==> src/rtl/execute_muldiv_pkg.sv <==
`default_nettype none
// ============================================================================
// Module      : execute_muldiv_pkg
// Description : Function codes and state encoding shared by the multi-cycle
//               multiply/divide unit and its neighbours in the execute stage.
// Revision    : 1.0 - initial release
// ============================================================================
package execute_muldiv_pkg;

    // HI/LO move function codes
    localparam logic [5:0] MFHI_FUNC  = 6'h10;
    localparam logic [5:0] MTHI_FUNC  = 6'h11;
    localparam logic [5:0] MFLO_FUNC  = 6'h12;
    localparam logic [5:0] MTLO_FUNC  = 6'h13;

    // Iterative multiply/divide function codes
    localparam logic [5:0] MULT_FUNC  = 6'h18;
    localparam logic [5:0] MULTU_FUNC = 6'h19;
    localparam logic [5:0] DIV_FUNC   = 6'h1A;
    localparam logic [5:0] DIVU_FUNC  = 6'h1B;

    typedef enum logic [1:0] {
        ST_IDLE  = 2'd0,
        ST_CALC  = 2'd1,
        ST_FIXUP = 2'd2
    } md_state_e;

    // True for the four function codes that launch an iterative operation
    function automatic logic is_muldiv(input logic [5:0] f);
        return (f == MULT_FUNC) || (f == MULTU_FUNC) ||
               (f == DIV_FUNC)  || (f == DIVU_FUNC);
    endfunction

endpackage
`default_nettype wire

==> src/rtl/execute_muldiv.sv <==
`default_nettype none
// ============================================================================
// Module      : execute_muldiv
// Description : Iterative MIPS multiply/divide unit with HI/LO registers.
//               One multiplier/quotient bit per cycle, signs applied in a
//               final fixup cycle. MT* writes in one cycle, MF* reads are
//               combinational.
// Revision    : 1.0 - initial release
// ============================================================================
module execute_muldiv
    import execute_muldiv_pkg::*;
#(
    parameter int WIDTH = 32,
    parameter int CNT_W = $clog2(WIDTH + 1)
) (
    input  logic             clock,
    input  logic             reset,
    input  logic             start,
    input  logic             flush,
    input  logic [5:0]       funct,
    input  logic [WIDTH-1:0] a,
    input  logic [WIDTH-1:0] b,
    output logic             busy,
    output logic             done,
    output logic [WIDTH-1:0] hi,
    output logic [WIDTH-1:0] lo,
    output logic [WIDTH-1:0] mf_result
);

    localparam int             W2       = 2 * WIDTH;
    localparam logic [CNT_W-1:0] LAST_CNT = CNT_W'(WIDTH - 1);

    md_state_e          state_q, state_d;
    logic [CNT_W-1:0]   cnt_q,   cnt_d;
    // Accumulator: multiply = {partial product, remaining multiplier bits};
    // divide = {partial remainder, dividend bits / quotient bits}
    logic [W2-1:0]      acc_q,   acc_d;
    logic [WIDTH-1:0]   opb_q,   opb_d;
    logic               is_div_q, is_div_d;
    logic               sa_q,    sa_d;
    logic               sb_q,    sb_d;
    logic               done_q,  done_d;
    logic [WIDTH-1:0]   hi_q,    hi_d;
    logic [WIDTH-1:0]   lo_q,    lo_d;

    logic               is_signed;
    logic [WIDTH-1:0]   a_abs, b_abs;
    logic [WIDTH:0]     mul_sum;
    logic [W2-1:0]      mul_next;
    logic [WIDTH:0]     div_shift;
    logic [WIDTH-1:0]   div_sub;
    logic [W2-1:0]      div_next;
    logic [W2-1:0]      prod_fix;

    // Operand magnitude capture and one-bit multiply / restoring-divide steps
    always_comb begin
        is_signed = (funct == MULT_FUNC) || (funct == DIV_FUNC);
        a_abs     = (is_signed && a[WIDTH-1]) ? (~a + 1'b1) : a;
        b_abs     = (is_signed && b[WIDTH-1]) ? (~b + 1'b1) : b;

        mul_sum   = {1'b0, acc_q[W2-1:WIDTH]} + (acc_q[0] ? {1'b0, opb_q} : '0);
        mul_next  = {mul_sum, acc_q[WIDTH-1:1]};

        // Partial remainder is WIDTH+1 bits after pulling in the next dividend bit
        div_shift = {acc_q[W2-1:WIDTH], acc_q[WIDTH-1]};
        div_sub   = div_shift[WIDTH-1:0] - opb_q;
        if (div_shift >= {1'b0, opb_q}) begin
            div_next = {div_sub, acc_q[WIDTH-2:0], 1'b1};
        end else begin
            div_next = {div_shift[WIDTH-1:0], acc_q[WIDTH-2:0], 1'b0};
        end

        prod_fix  = (sa_q ^ sb_q) ? (~acc_q + 1'b1) : acc_q;
    end

    // Next-state, iteration and HI/LO write control
    always_comb begin
        state_d  = state_q;
        cnt_d    = cnt_q;
        acc_d    = acc_q;
        opb_d    = opb_q;
        is_div_d = is_div_q;
        sa_d     = sa_q;
        sb_d     = sb_q;
        done_d   = 1'b0;
        hi_d     = hi_q;
        lo_d     = lo_q;

        case (state_q)
            ST_IDLE: begin
                if (start) begin
                    if (is_muldiv(funct)) begin
                        state_d  = ST_CALC;
                        cnt_d    = '0;
                        acc_d    = {{WIDTH{1'b0}}, a_abs};
                        opb_d    = b_abs;
                        is_div_d = (funct == DIV_FUNC) || (funct == DIVU_FUNC);
                        sa_d     = is_signed & a[WIDTH-1];
                        sb_d     = is_signed & b[WIDTH-1];
                    end else if (funct == MTHI_FUNC) begin
                        hi_d = a;
                    end else if (funct == MTLO_FUNC) begin
                        lo_d = a;
                    end
                end
            end
            ST_CALC: begin
                acc_d = is_div_q ? div_next : mul_next;
                cnt_d = cnt_q + 1'b1;
                if (cnt_q == LAST_CNT) begin
                    state_d = ST_FIXUP;
                end
            end
            ST_FIXUP: begin
                state_d = ST_IDLE;
                cnt_d   = '0;
                done_d  = 1'b1;
                if (is_div_q) begin
                    // Zero divisor leaves an all-ones quotient; the remainder
                    // is |a|, so the dividend-sign fixup restores the original a
                    if ((sa_q ^ sb_q) && (opb_q != '0)) begin
                        lo_d = ~acc_q[WIDTH-1:0] + 1'b1;
                    end else begin
                        lo_d = acc_q[WIDTH-1:0];
                    end
                    hi_d = sa_q ? (~acc_q[W2-1:WIDTH] + 1'b1) : acc_q[W2-1:WIDTH];
                end else begin
                    hi_d = prod_fix[W2-1:WIDTH];
                    lo_d = prod_fix[WIDTH-1:0];
                end
            end
            default: begin
                state_d = ST_IDLE;
                cnt_d   = '0;
            end
        endcase

        // Squash wins over everything, including a same-cycle MT* write
        if (flush) begin
            state_d = ST_IDLE;
            cnt_d   = '0;
            done_d  = 1'b0;
            hi_d    = hi_q;
            lo_d    = lo_q;
        end
    end

    // State and datapath registers
    always_ff @(posedge clock or posedge reset) begin
        if (reset) begin
            state_q  <= ST_IDLE;
            cnt_q    <= '0;
            acc_q    <= '0;
            opb_q    <= '0;
            is_div_q <= 1'b0;
            sa_q     <= 1'b0;
            sb_q     <= 1'b0;
            done_q   <= 1'b0;
            hi_q     <= '0;
            lo_q     <= '0;
        end else begin
            state_q  <= state_d;
            cnt_q    <= cnt_d;
            acc_q    <= acc_d;
            opb_q    <= opb_d;
            is_div_q <= is_div_d;
            sa_q     <= sa_d;
            sb_q     <= sb_d;
            done_q   <= done_d;
            hi_q     <= hi_d;
            lo_q     <= lo_d;
        end
    end

    // Status outputs and combinational MF* read port
    always_comb begin
        busy      = (state_q != ST_IDLE);
        done      = done_q;
        hi        = hi_q;
        lo        = lo_q;
        mf_result = (funct == MFHI_FUNC) ? hi_q : lo_q;
    end

endmodule
`default_nettype wire

==> config.mk <==
export PLATFORM = sky130hd
export DESIGN_NAME = execute_muldiv
export DESIGN_NICKNAME = d
export VERILOG_FILES = /design/src/rtl/execute_muldiv_pkg.sv /design/src/rtl/execute_muldiv.sv
export SDC_FILE = /design/constraint.sdc
export NUM_CORES = 1
export LEC_CHECK = 0
export CORE_MARGIN = 1.5
export CORE_UTILIZATION = 45
export CTS_CLUSTER_SIZE = 30
export DETAILED_ROUTE_END_ITERATION = 12
export HOLD_SLACK_MARGIN = 0.12
export PLACE_DENSITY_LB_ADDON = 0.12
export SETUP_SLACK_MARGIN = 0.02
export SLEW_MARGIN = 0
export SYNTH_ARGS = -nofsm -noshare
export SYNTH_HDL_FRONTEND = slang
export SYNTH_SLANG_ARGS = --single-unit
==> constraint.sdc <==
create_clock -name clock -period 7.1 [get_ports clock]
set_clock_uncertainty 0.1 [all_clocks]
set_input_delay 1.42 -clock clock [delete_from_list [all_inputs] [get_ports clock]]
set_output_delay 1.42 -clock clock [all_outputs]
set_load 0.1 [all_outputs]
# Yosys cells after proc, flatten, opt, wreduce, memory -nomap -nowiden
# Index checks and enable logic that the tools add are counted.
# op_classes
order_cmp	1
reduce_logical	19
muxes	34
n_eq_ne	19
n_bitwise	9
n_addsub	8
# op_table
operator	count
$mux W32	15
$mux W64	5
$add A32 B1 Y32 const B	4
$not A32 Y32	4
$pmux W32 S2	2
$pmux W64 S2	1
$add A64 B1 Y64 const B	1
$not A64 Y64	1
$eq A6 B5 Y1 const B	8
$add A32 B32 Y33	1
$ge A33 B32 Y1	1
$reduce_bool A32 Y1	1
$sub A32 B32 Y32	1
$mux W6	3
$ne A2 B2 Y1 const B	6
$pmux W6 S2	1
$ne A3 B3 Y1 const B	3
$reduce_and A3 Y1	3
$mux W2	4
$add A6 B1 Y6 const B	1
$reduce_and A6 Y1	1
$reduce_bool A2 Y1	3
$logic_or A1 B1 Y1	5
$reduce_and A5 Y1	1
10 further kinds	14
# totals
ff_bits	172
word_cells	100
inputBits	74

# Logic depth before layout (Yosys ltp)
# Gate-level depths: netlist of run 1.
# depth
word_depth	8
depth_mapped	15

# Worst setup path before layout of run 1
# OpenSTA, ideal clock, no wires.
# synth_path
kind	input to output
startpoint	in funct[2]
endpoint	out mf_result[10]
arrival_time_ps	2857
path_buffers	1
setup_slack_ps	2723
stages	5
path_cell_list	nor3b_1 -> nor2b_1 -> nand2_1 -> buf_1 -> mux2_2
# synth_via
elab_chain_len	2
# synth_lines
item	line_no	source
from (decl)	execute_muldiv.sv:20	input logic [5:0] funct,
$eq A6 B5 Y1	execute_muldiv.sv:181	mf_result = (funct == MFHI_FUNC) ? hi_q : lo_q;
$mux W32	execute_muldiv.sv:181	
to (decl)	execute_muldiv.sv:27	output logic [WIDTH-1:0] mf_result
# No other way between the ends.

# Final worst setup path of run 1
# layout_path
startpoint	in funct[4]
endpoint	out mf_result[27]
# Same word-level chain as after synthesis.

==> results.md, run 1 <==
Status
• result of the run: completed

Clocking
• number of cells upsized or downsized after cts: 0
• clock edge transition at the registers on the reported setup and hold paths: 70 ps
• Max Buffers Root-to-Sink: 2
• root buffer selected by CTS: sky130_fd_sc_hd__clkbuf_16
• latest clock arrival within the worst-skew pair: 460 ps
• number of H-tree levels: 4
• CTS Buf Count: 17
• CTS sink cnt: 172
• CTS tree: yes
• number of setup buffers added after CTS: 0
• hold-fix buffer count after cts: 0

Setup path
• Levels on crit path: 7
• ordered list of cells on the worst path: clkdlybuf4s50_1 > nor3b_1 > nor2b_1 > nand2_1 > buf_4 > mux2_2 > buf_4
• required time at the worst-slack endpoint: 5580 ps
• number of cell instances on the worst register-to-register path: 12
• Worst EP arrival: 3330 ps
• Crit-path slowest cell: sky130_fd_sc_hd__clkdlybuf4s50_1
• type of origin of the critical path: input pin
• launch point of the worst reg-to-reg path: acc_q[0]
• worst setup path endpoint: mf_result[27]
• Crit path top cell by count: sky130_fd_sc_hd__buf_4
• startpoint-to-endpoint class of the critical path: input pin to output port
• Buffers & Inverters on Critical Path: 3
• maximum cell stage delay along the critical path: 440 ps
• slack of the worst reg-to-reg path: 2880 ps
• worst r2r dst: acc_q[61]
• largest fanout of any net on the critical path: 32
• category of the worst setup path capture point: output port
• CP startpoint: funct[4]
• cell family with most CP delay: buffers and inverters

Floorplanning
• I/O pin count: 172
• Die ar.: 0.0335 mm²
• vertical die dimension: 183 µm
• area inside the core boundary: 0.0317 mm²
• starting utilization of the core area: 0.459
• number of cell rows: 65
• die span in x: 183 µm

Detailed routing
• DRC violations left: 0
• antenna-violating nets left: 0
• detailed-route via count: 14100
• routed via count divided by cell count: 6.01
• wire per inst: 21.5 µm
• iteration count of the initial detailed-routing pass: 5
• WL final: 50700 µm
• number of DRC markers in iteration 0: 973

Synth
• number of synthesized flops with an enable pin: 0
• share of synthesized flip-flops with an asynchronous set or reset: 1.00
• Synth Instances: 1836
• cell types occupying the most area after synthesis: sky130_fd_sc_hd__dfrtp_1 30%, sky130_fd_sc_hd__xnor2_1 6.4%, sky130_fd_sc_hd__ha_1 5.9%
• xor and xnor area share after synthesis: 0.106
• fraction of the mapped netlist area in simple logic gates: 0.188
• Adder-Cell Fraction of Synth Area: 0.0620
• Net Count, Synth: 1981
• most common cell in the netlist: sky130_fd_sc_hd__nand2_1
• number of warnings issued by yosys: 0
• main flop type after synthesis: sky130_fd_sc_hd__dfrtp_1
• top cells by count, synth: 212 x sky130_fd_sc_hd__nand2_1, 211 x sky130_fd_sc_hd__nor2_1, 172 x sky130_fd_sc_hd__dfrtp_1, 147 x sky130_fd_sc_hd__o21ai_0, 132 x sky130_fd_sc_hd__a21oi_1
• top cell type's share of synthesized area: 0.296
• synthesized area per cell: 7.93 µm²
• mux contribution to synthesized area: 0.0589
• post-synthesis sequential area ratio: 0.296
• Synth Area in Compound Gates: 0.245
• flop and latch count out of synthesis: 172
• cell taking the most area after synthesis: sky130_fd_sc_hd__dfrtp_1
• number of distinct library cells after synthesis: 74
• synthesized area: 0.0146 mm²
• main combinational cell family by area after synthesis: compound AO/OA/AOI/OAI gates

Run
• Max-cap violations: 0

Pwr
• Int Pwr: 0.00308 W
• power spent charging and discharging nets: 0.00310 W
• relative contribution of the clock network to total power: 0.165
• combinational share of power: 0.568
• net switching share of the total power: 0.502
• worst voltage drop across the vdd grid: 0.000175 V
• static leakage: 7.16 nW
• power density relative to cell area: 362 mW/mm²
• Reg power frac: 0.266
• Overall Power: 0.00619 W

GRT
• maximum number of pins on one net before global-route repair: 70
• GR Overflow Total: 0
• GRT Total Usage: 0.305
• via count of the first global-routing pass: 13300
• global-route wire length before repair: 77800 µm
• number of antenna violations at the first check in global routing: 0

Worst hold path
• class of the worst hold path: flop to flop
• Worst Hold Path Cells: 2

Cells and area
• number of diodes added for antenna fixing: 0
• proportion of layout cells with a drive suffix above 1: 0.0754
• fill cell count: 3004
• number of nets in the layout: 2082
• Layout area overhead: 17.3%

STA
• final setup vio count: 0
• measured slew at the worst slew-check pin: 1050 ps
• max-slew violation count: 0
• Final min period: 4850 ps
• TNS Setup: 0 ps
• unrepaired setup endpoints after global routing: no
• total count of hold-check failures in the final report: 0
• fraction of the cycle the final worst path needs: 0.683
• max frequency: 206 MHz
• worst slew slack as a fraction of its limit: 0.298

Place
• final HPWL from detailed placement: 39400 µm
• placer congestion estimate: 0.980
• number of buffers inserted by port buffering: 171

[per-layer routing]
layer / share of wire / global-route usage
met3: 0.056 / 0.0367
met5: 0 / 0
met4: 0.040 / 0.131
met2: 0.48 / 0.530
met1: 0.42 / 0.381
[logic make-up (layout without fill, tap and decap cells)]
family | after synthesis | after routing
and+or+nand+nor | 602 | 602
buffers and inverters | 171 | 284
AOI/OAI and AO/OA | 563 | 563
muxes | 81 | 81
xor gates and xnor gates | 176 | 176
adders and majority gates | 71 | 71
DFF | 172 | 172
[cells in the final DEF (no fill, tap or decap), types with 16 or more instances in the layout]
cell type,count
sky130_fd_sc_hd__o21ai_1,16
sky130_fd_sc_hd__nand3_1,29
sky130_fd_sc_hd__o31ai_1,59
sky130_fd_sc_hd__nor2_1,210
sky130_fd_sc_hd__nor3_1,25
sky130_fd_sc_hd__a21o_1,29
sky130_fd_sc_hd__clkbuf_16,17
sky130_fd_sc_hd__nor4_1,19
sky130_fd_sc_hd__buf_4,50
sky130_fd_sc_hd__clkdlybuf4s50_1,139
sky130_fd_sc_hd__o21ai_0,147
sky130_fd_sc_hd__mux2_2,38
sky130_fd_sc_hd__a22oi_1,16
sky130_fd_sc_hd__dfrtp_1,171
sky130_fd_sc_hd__a31oi_1,17
sky130_fd_sc_hd__ha_1,69
sky130_fd_sc_hd__xnor2_1,106
sky130_fd_sc_hd__mux2i_1,43
sky130_fd_sc_hd__a21oi_1,132
sky130_fd_sc_hd__o41ai_1,20
sky130_fd_sc_hd__a211oi_1,40
sky130_fd_sc_hd__inv_1,62
sky130_fd_sc_hd__xor2_1,70
sky130_fd_sc_hd__nand2_1,210
[cell type report]
cell class / instances / area (µm²) / area share
Clock buffer: 18 / 439 / 0.0257
Clock inverter: 13 / 178 / 0.0104
Inverter: 64 / 245 / 0.0144
Multi-Input combinational cell: 1493 / 9650 / 0.565
Sequential cell: 172 / 4310 / 0.252
Tap cell: 402 / 503 / 0.0294
Timing Repair Buffer: 189 / 1770 / 0.103
[power groups by stage]
stage | Clock (W) | Combinational (W) | Sequential, W
floorplan | 0 | 0.00246 | 0.00166
global placement | 0 | 0.00344 | 0.00165
detailed placement | 0 | 0.00345 | 0.00165
CTS | 0.00103 | 0.00348 | 0.00163
global route | 0.00107 | 0.00384 | 0.00168
finish | 0.00102 | 0.00352 | 0.00165
[flip-flops by register name, summed over array words and instances, names as in the netlist, 2 cells and up]
name     count
acc_q       64
cnt_q        6
hi          32
lo          32
opb_q       32
state_q      2
[per-stage QoR]
stage | instance area (µm²) | utilization | instances | setup slack (ps) | hold WS [ps]
floorplan | 14600 | - | 1836 | 920 | 350
global placement | 16500 | 0.519 | 2320 | 2310 | 367
detailed placement | 16500 | 0.519 | 2320 | 2280 | 376
CTS | 17100 | 0.539 | 2351 | 2270 | 392
global route | 17100 | 0.539 | 2351 | 2060 | 406
finish | 17100 | 0.539 | 2351 | 2250 | 386
[tightest hold or removal path, stage by stage (launching register included)]
cell                      delay (ps)
sky130_fd_sc_hd__dfrtp_1         350
sky130_fd_sc_hd__nand2_1          40
sky130_fd_sc_hd__o21ai_0          60
[how the worst min path moves through the flow]
stage | startpoint | to | slack (ps)
global placement | opb_q[25] | opb_q[25] | 370
finish | opb_q[10] | opb_q[10] | 390
CTS | opb_q[23] | opb_q[23] | 390
detailed placement | opb_q[23] | opb_q[23] | 380
floorplan | opb_q[10] | opb_q[10] | 350
global route | opb_q[10] | opb_q[10] | 410
No activity file was read; power rests on OpenSTA's default activity.
==> inputs of run 2 (changes only) <==
clock period = 4.6 ns   (was 7.1 ns; I/O delays follow)
==> run 2 against run 1 <==
Compared with the run above: global-route usage up 1.1 points; hold slack worse by 2.1 ps; sequential share of layout area down 0.85 points; worst setup slack worse by 1600 ps; critical endpoint is now hi[7]; highest routed layer is now met5.
==> results.md, run 2 (same netlist as run 1, synthesis figures left out) <==
Floorplanning
• number of cell rows: 65, unchanged
• area inside the core boundary: 0.0317 mm², unchanged
• I/O pin count: 172, unchanged
• vertical die dimension: 183 µm, unchanged
• starting utilization of the core area: 0.459, unchanged
• die span in x: 183 µm, unchanged
• Die ar.: 0.0335 mm², unchanged

GRT
• maximum number of pins on one net before global-route repair: 70, unchanged
• met1 GRT Util: 0.394, was 0.381
• global-route wire length before repair: 81300 µm, was 77800 µm
• busiest grt layer: met2, unchanged
• number of antenna violations at the first check in global routing: 2, was 0
• GRT Total Usage: 0.315, was 0.305
• GR Overflow Total: 0, unchanged
• grt met2 use: 0.559, was 0.530
• via count of the first global-routing pass: 13900, was 13300
• met3 routing resource usage after global routing: 0.0379, was 0.0367

Place
• DP Worst Slack: 473 ps, was 2280 ps
• count of placed standard cells including taps: 2341, was 2320
• number of buffers inserted by port buffering: 171, unchanged
• final HPWL from detailed placement: 41200 µm, was 39400 µm
• placer congestion estimate: 0.951, was 0.980

STA
• measured slew at the worst slew-check pin: 1050 ps, about the same
• worst slew slack as a fraction of its limit: 0.297, was 0.298
• max-slew violation count: 0, unchanged
• total count of hold-check failures in the final report: 0, unchanged
• fraction of the cycle the final worst path needs: 0.849
• final setup vio count: 0, unchanged
• slack of the critical path: 694 ps, was 2250 ps
• max frequency: 256 MHz
• TNS Setup: 0 ps, unchanged
• Final min period: 3910 ps
• unrepaired setup endpoints after global routing: no, unchanged

Pwr
• power spent charging and discharging nets: 0.00484 W, was 0.00310 W
• relative contribution of the clock network to total power: 0.163, was 0.165
• combinational share of power: 0.581, was 0.568
• Overall Power: 0.00977 W, was 0.00619 W
• Reg power frac: 0.257, was 0.266
• Int Pwr: 0.00493 W, was 0.00308 W
• power density relative to cell area: 553 mW/mm², was 362 mW/mm²
• static leakage: 7.38 nW, was 7.16 nW
• worst voltage drop across the vdd grid: 0.000312 V, was 0.000175 V
• net switching share of the total power: 0.496, was 0.502

Detailed routing
• DRC violations left: 0, unchanged
• detailed-route via count: 14500, was 14100
• antenna-violating nets left: 0, unchanged
• wire per inst: 22.0 µm, was 21.5 µm
• WL final: 52200 µm, was 50700 µm
• iteration count of the initial detailed-routing pass: 6, was 5
• routed via count divided by cell count: 6.12, was 6.01
• number of DRC markers in iteration 0: 1213, was 973

Clocking
• latest clock arrival within the worst-skew pair: 450 ps, was 460 ps
• CTS sink cnt: 172, unchanged
• CTS tree: yes, unchanged
• clock edge transition at the registers on the reported setup and hold paths: 70 ps, about the same
• Max Buffers Root-to-Sink: 2, unchanged
• hold-fix buffer count after cts: 0, unchanged
• number of H-tree levels: 4, unchanged
• number of cells upsized or downsized after cts: 0, unchanged
• root buffer selected by CTS: sky130_fd_sc_hd__clkbuf_16, unchanged
• CTS Buf Count: 17, unchanged
• number of setup buffers added after CTS: 0, unchanged

Cells and area
• commonest non-fill, non-tap cells in the layout: 210 x sky130_fd_sc_hd__nand2_1, 209 x sky130_fd_sc_hd__nor2_1, 171 x sky130_fd_sc_hd__dfrtp_1, was 210 x sky130_fd_sc_hd__nor2_1, 210 x sky130_fd_sc_hd__nand2_1, 171 x sky130_fd_sc_hd__dfrtp_1
• Layout area overhead: 21.4%, was 17.3%
• register containing the most flip-flops in the final layout: acc_q, unchanged
• Finished Layout Cells: 2373, was 2351
• fill cell count: 3003, was 3004
• Reg area: 0.00431 mm², unchanged
• number of nets in the layout: 2103, was 2082
• Largest register FFs: 64, unchanged
• most common library cell in the layout ignoring fill and taps: sky130_fd_sc_hd__nand2_1
• number of diodes added for antenna fixing: 0, unchanged
• proportion of layout cells with a drive suffix above 1: 0.0857, was 0.0754
• multi-input gate area in the final layout: 0.00965 mm², unchanged

Run
• Max-cap violations: 0, unchanged

Setup path
• startpoint-to-endpoint class of the critical path: flop to flop, was input pin to output port
• type of origin of the critical path: flop, was input pin
• category of the worst setup path capture point: flop, was output port
• largest fanout of any net on the critical path: 9, was 32
• Worst EP arrival: 4120 ps, was 3330 ps
• required time at the worst-slack endpoint: 4810 ps, was 5580 ps

Status
• result of the run: completed, unchanged

Worst hold path
• class of the worst hold path: flop to flop, unchanged

## run 2: through the flow
step / utilization / instance area, µm² / hold slack, ps
5_1_grt: 0.557 / 17700 / 402
4_1_cts: 0.557 / 17700 / 388
6_report: 0.557 / 17700 / 384
3_3_place_gp: 0.537 / 17000 / 367
2_1_floorplan: - / 14600 / 350
3_5_place_dp: 0.537 / 17000 / 371
## run 2: worst paths after layout
path                                 from   endpoint  slack, ps  cells past startpoint
worst max-delay path            acc_q[15]      hi[7]        690                      9
worst min-delay path            opb_q[27]  opb_q[27]        380                      2
worst max register to register  acc_q[15]      hi[7]        690                      9
worst min register to register  opb_q[27]  opb_q[27]        380                      2
max in group asynchronous           reset  acc_q[29]       2710                      3
min in group asynchronous           reset      hi[4]        870                      2
## run 2: layer usage
layer | vias to the layer above | wire, µm
met4 | 4 | 1790
met1 | 6980 | 21300
li1 | 6860 | -
met3 | 87 | 3340
met2 | 586 | 25700
met5 | - | 24
## run 2: cell type report
| cell class | count | area share |
|---|---|---|
| well taps | 402 | 0.0284 |
| inverters | 64 | 0.0138 |
| multi-input cells | 1493 | 0.545 |
| clock inverters | 11 | 0.00870 |
| clock buffers | 21 | 0.0272 |
| flip-flops and latches | 172 | 0.243 |
| repair buffers | 210 | 0.133 |
## run 2: worst max-delay path, stage by stage, from the launching register on
cell and delay (ps):
sky130_fd_sc_hd__dfrtp_1 510, sky130_fd_sc_hd__or4_4 600, sky130_fd_sc_hd__or4_4 460, sky130_fd_sc_hd__or4_1 740, sky130_fd_sc_hd__o21ai_1 570, sky130_fd_sc_hd__a31oi_1 190, sky130_fd_sc_hd__xnor2_1 320, sky130_fd_sc_hd__nand2_1 90
sky130_fd_sc_hd__o21ai_1 110, sky130_fd_sc_hd__o21ai_1 70
## run 2: power by group through the flow
stage	logic, W	registers (W)	clock network [W]
2_1_floorplan	0.00380	0.00256	0
3_3_place_gp	0.00555	0.00250	0
3_5_place_dp	0.00558	0.00252	0
4_1_cts	0.00561	0.00249	0.00159
5_1_grt	0.00616	0.00256	0.00166
6_report	0.00567	0.00251	0.00159
==> inputs of run 3 (changes only) <==
clock period = 3.7 ns   (was 4.6 ns; I/O delays follow)
==> run 3 against run 2 <==
Compared with the run above: largest cell class unchanged; combinational power increased by 38%; register-to-register slack got worse by 520 ps; sequential power increased by 16%; die area stayed put; critical endpoint is now hi[14]; flip-flop and latch count is the same; count of clock-buffer cells in the layout is 1 lower; power rose by 27%; global-route usage rose by 0.87 points; clock power rose by 8%; critical path depth grew 1; largest power group unchanged; fmax increased by 11%.
==> results.md, run 3 (same netlist as run 1, synthesis figures left out) <==
Status
• result of the run: completed, unchanged

GRT
• via count of the first global-routing pass: 14200, was 13900
• GR Overflow Total: 0, unchanged
• GRT Total Usage: 0.324, was 0.315
• global-route wire length before repair: 83100 µm, was 81300 µm
• number of antenna violations at the first check in global routing: 0, was 2
• maximum number of pins on one net before global-route repair: 70, unchanged

Detailed routing
• WL final: 53900 µm, was 52200 µm
• antenna-violating nets left: 0, unchanged
• routed via count divided by cell count: 6.04, was 6.12
• detailed-route via count: 14800, was 14500
• iteration count of the initial detailed-routing pass: 6, unchanged
• DRC violations left: 0, unchanged
• wire per inst: 22.0 µm, about the same
• number of DRC markers in iteration 0: 1231, was 1213

Floorplanning
• Die ar.: 0.0335 mm², unchanged
• die span in x: 183 µm, unchanged
• vertical die dimension: 183 µm, unchanged
• area inside the core boundary: 0.0317 mm², unchanged
• number of cell rows: 65, unchanged
• I/O pin count: 172, unchanged
• starting utilization of the core area: 0.459, unchanged

Setup path
• Crit-path slowest cell: sky130_fd_sc_hd__or4_4, was sky130_fd_sc_hd__or4_1
• cell family with most CP delay: simple AND/OR/NAND/NOR gates, unchanged
• category of the worst setup path capture point: flop, unchanged
• Crit path top cell by count: sky130_fd_sc_hd__or4_4, was sky130_fd_sc_hd__o21ai_1
• ordered list of cells on the worst path: or4_4 > or4_4 > nor4b_2 > buf_4 > a21oi_1 > or3_1 > o21ai_1 > xor2_1 > a211oi_1 > a21o_1, was or4_4 > or4_4 > or4_1 > o21ai_1 > a31oi_1 > xnor2_1 > nand2_1 > o21ai_1 > o21ai_1
• Worst EP arrival: 3770 ps, was 4120 ps
• required time at the worst-slack endpoint: 3940 ps, was 4810 ps
• type of origin of the critical path: flop, unchanged
• largest fanout of any net on the critical path: 7, was 9
• startpoint-to-endpoint class of the critical path: flop to flop, unchanged
• maximum cell stage delay along the critical path: 560 ps, was 740 ps
• Buffers & Inverters on Critical Path: 1, was 0

Pwr
• Overall Power: 0.0124 W, was 0.00977 W
• power density relative to cell area: 677 mW/mm², was 553 mW/mm²
• worst voltage drop across the vdd grid: 0.000405 V, was 0.000312 V
• static leakage: 7.80 nW, was 7.38 nW

Cells and area
• Finished Layout Cells: 2456, was 2373
• proportion of layout cells with a drive suffix above 1: 0.130, was 0.0857
• commonest non-fill, non-tap cells in the layout: 210 x sky130_fd_sc_hd__nor2_1, 210 x sky130_fd_sc_hd__nand2_1, 169 x sky130_fd_sc_hd__dfrtp_1, was 210 x sky130_fd_sc_hd__nand2_1, 209 x sky130_fd_sc_hd__nor2_1, 171 x sky130_fd_sc_hd__dfrtp_1
• number of diodes added for antenna fixing: 0, unchanged
• fraction of the core area covered by cells at the end of the flow: 0.578, was 0.557
• Layout area overhead: 25.9%, was 21.4%
• number of nets in the layout: 2186, was 2103
• register containing the most flip-flops in the final layout: acc_q, unchanged
• Largest register FFs: 64, unchanged

STA
• max-slew violation count: 0, unchanged
• Final min period: 3530 ps, was 3910 ps
• total count of hold-check failures in the final report: 0, unchanged
• measured slew at the worst slew-check pin: 1240 ps, was 1050 ps
• fraction of the cycle the final worst path needs: 0.954, was 0.849
• worst slew slack as a fraction of its limit: 0.167, was 0.297
• slack of the critical path: 171 ps, was 694 ps
• worst hold slack: 382 ps, was 384 ps
• max frequency: 283 MHz, was 256 MHz
• final setup vio count: 0, unchanged
• unrepaired setup endpoints after global routing: no, unchanged

Clocking
• CTS tree: yes, unchanged
• CTS Buf Count: 17, unchanged
• root buffer selected by CTS: sky130_fd_sc_hd__clkbuf_16, unchanged
• hold-fix buffer count after cts: 0, unchanged
• number of cells upsized or downsized after cts: 0, unchanged
• CTS sink cnt: 172, unchanged
• number of H-tree levels: 4, unchanged
• latest clock arrival within the worst-skew pair: 440 ps, was 450 ps
• Max Buffers Root-to-Sink: 2, unchanged
• clock edge transition at the registers on the reported setup and hold paths: 70 ps, about the same
• number of setup buffers added after CTS: 0, unchanged

Run
• Max-cap violations: 0, unchanged

Place
• final HPWL from detailed placement: 43000 µm, was 41200 µm
• number of buffers inserted by port buffering: 171, unchanged
• placer congestion estimate: 1.01, was 0.951
• DP Worst Slack: -119 ps, was 473 ps
• count of placed standard cells including taps: 2424, was 2341

Worst hold path
• class of the worst hold path: flop to flop, unchanged

-- run 3: cell types whose count changed in the layout (fill, tap and decap cells not counted), sizes merged --
| cell | change |
|---|---|
| buf | +91 |
| bufinv | -3 |
| clkbuf | -1 |
| clkdlybuf4s50 | -8 |
| clkinv | +2 |
| clkinvlp | +3 |
| inv | -1 |
-- run 3: metrics by stage --
stage | setup TNS [ps] | area (µm²)
5_1_grt | 0 | 18300
6_report | 0 | 18300
2_1_floorplan | 0 | 14600
3_3_place_gp | -304 | 17800
4_1_cts | 0 | 18300
3_5_place_dp | -370 | 17800
-- run 3: worst reg2reg max path, cell delays in order (launching register included) --
cell	delay [ps]
sky130_fd_sc_hd__dfrtp_1	390
sky130_fd_sc_hd__or4_4	560
sky130_fd_sc_hd__or4_4	480
sky130_fd_sc_hd__nor4b_2	280
sky130_fd_sc_hd__buf_4	170
sky130_fd_sc_hd__a21oi_1	70
sky130_fd_sc_hd__or3_1	530
sky130_fd_sc_hd__o21ai_1	200
sky130_fd_sc_hd__xor2_1	300
sky130_fd_sc_hd__a211oi_1	150
sky130_fd_sc_hd__a21o_1	190
-- run 3: cell type report --
cell class	instances	area [µm²]
clock buffer	20	447
clock inverter	12	88.8
fill	2952	13400
inverter	64	244
multi-input combinational	1493	9680
sequential	172	4310
tap	402	503
timing repair buffer	293	3070
-- run 3: report_power, final --
part | switching, W | total (W) | internal [W]
combinational | 0.00472 | 0.00780 | 0.00308
clock | 0.000837 | 0.00172 | 0.000882
sequential | 0.000614 | 0.00291 | 0.00229
-- run 3: final timing paths --
check	depth (start not counted)	slack [ps]	start	to
worst min-delay path	2	380	opb_q[26]	opb_q[26]
worst max register to register	10	170	acc_q[15]	hi[14]
max in group asynchronous	3	2180	reset	opb_q[26]
worst max-delay path	10	170	acc_q[15]	hi[14]
min in group asynchronous	2	630	reset	lo[7]
worst min register to register	2	380	opb_q[26]	opb_q[26]
-- run 3: layer usage --
layer	wire length (µm)	share of wire	up-vias	track usage
met4	2020	0.037	0	0.133
met2	26200	0.49	607	0.560
met5	0	0	-	0
met1	22300	0.41	7089	0.413
met3	3400	0.063	107	0.0365
li1	-	-	7023	-
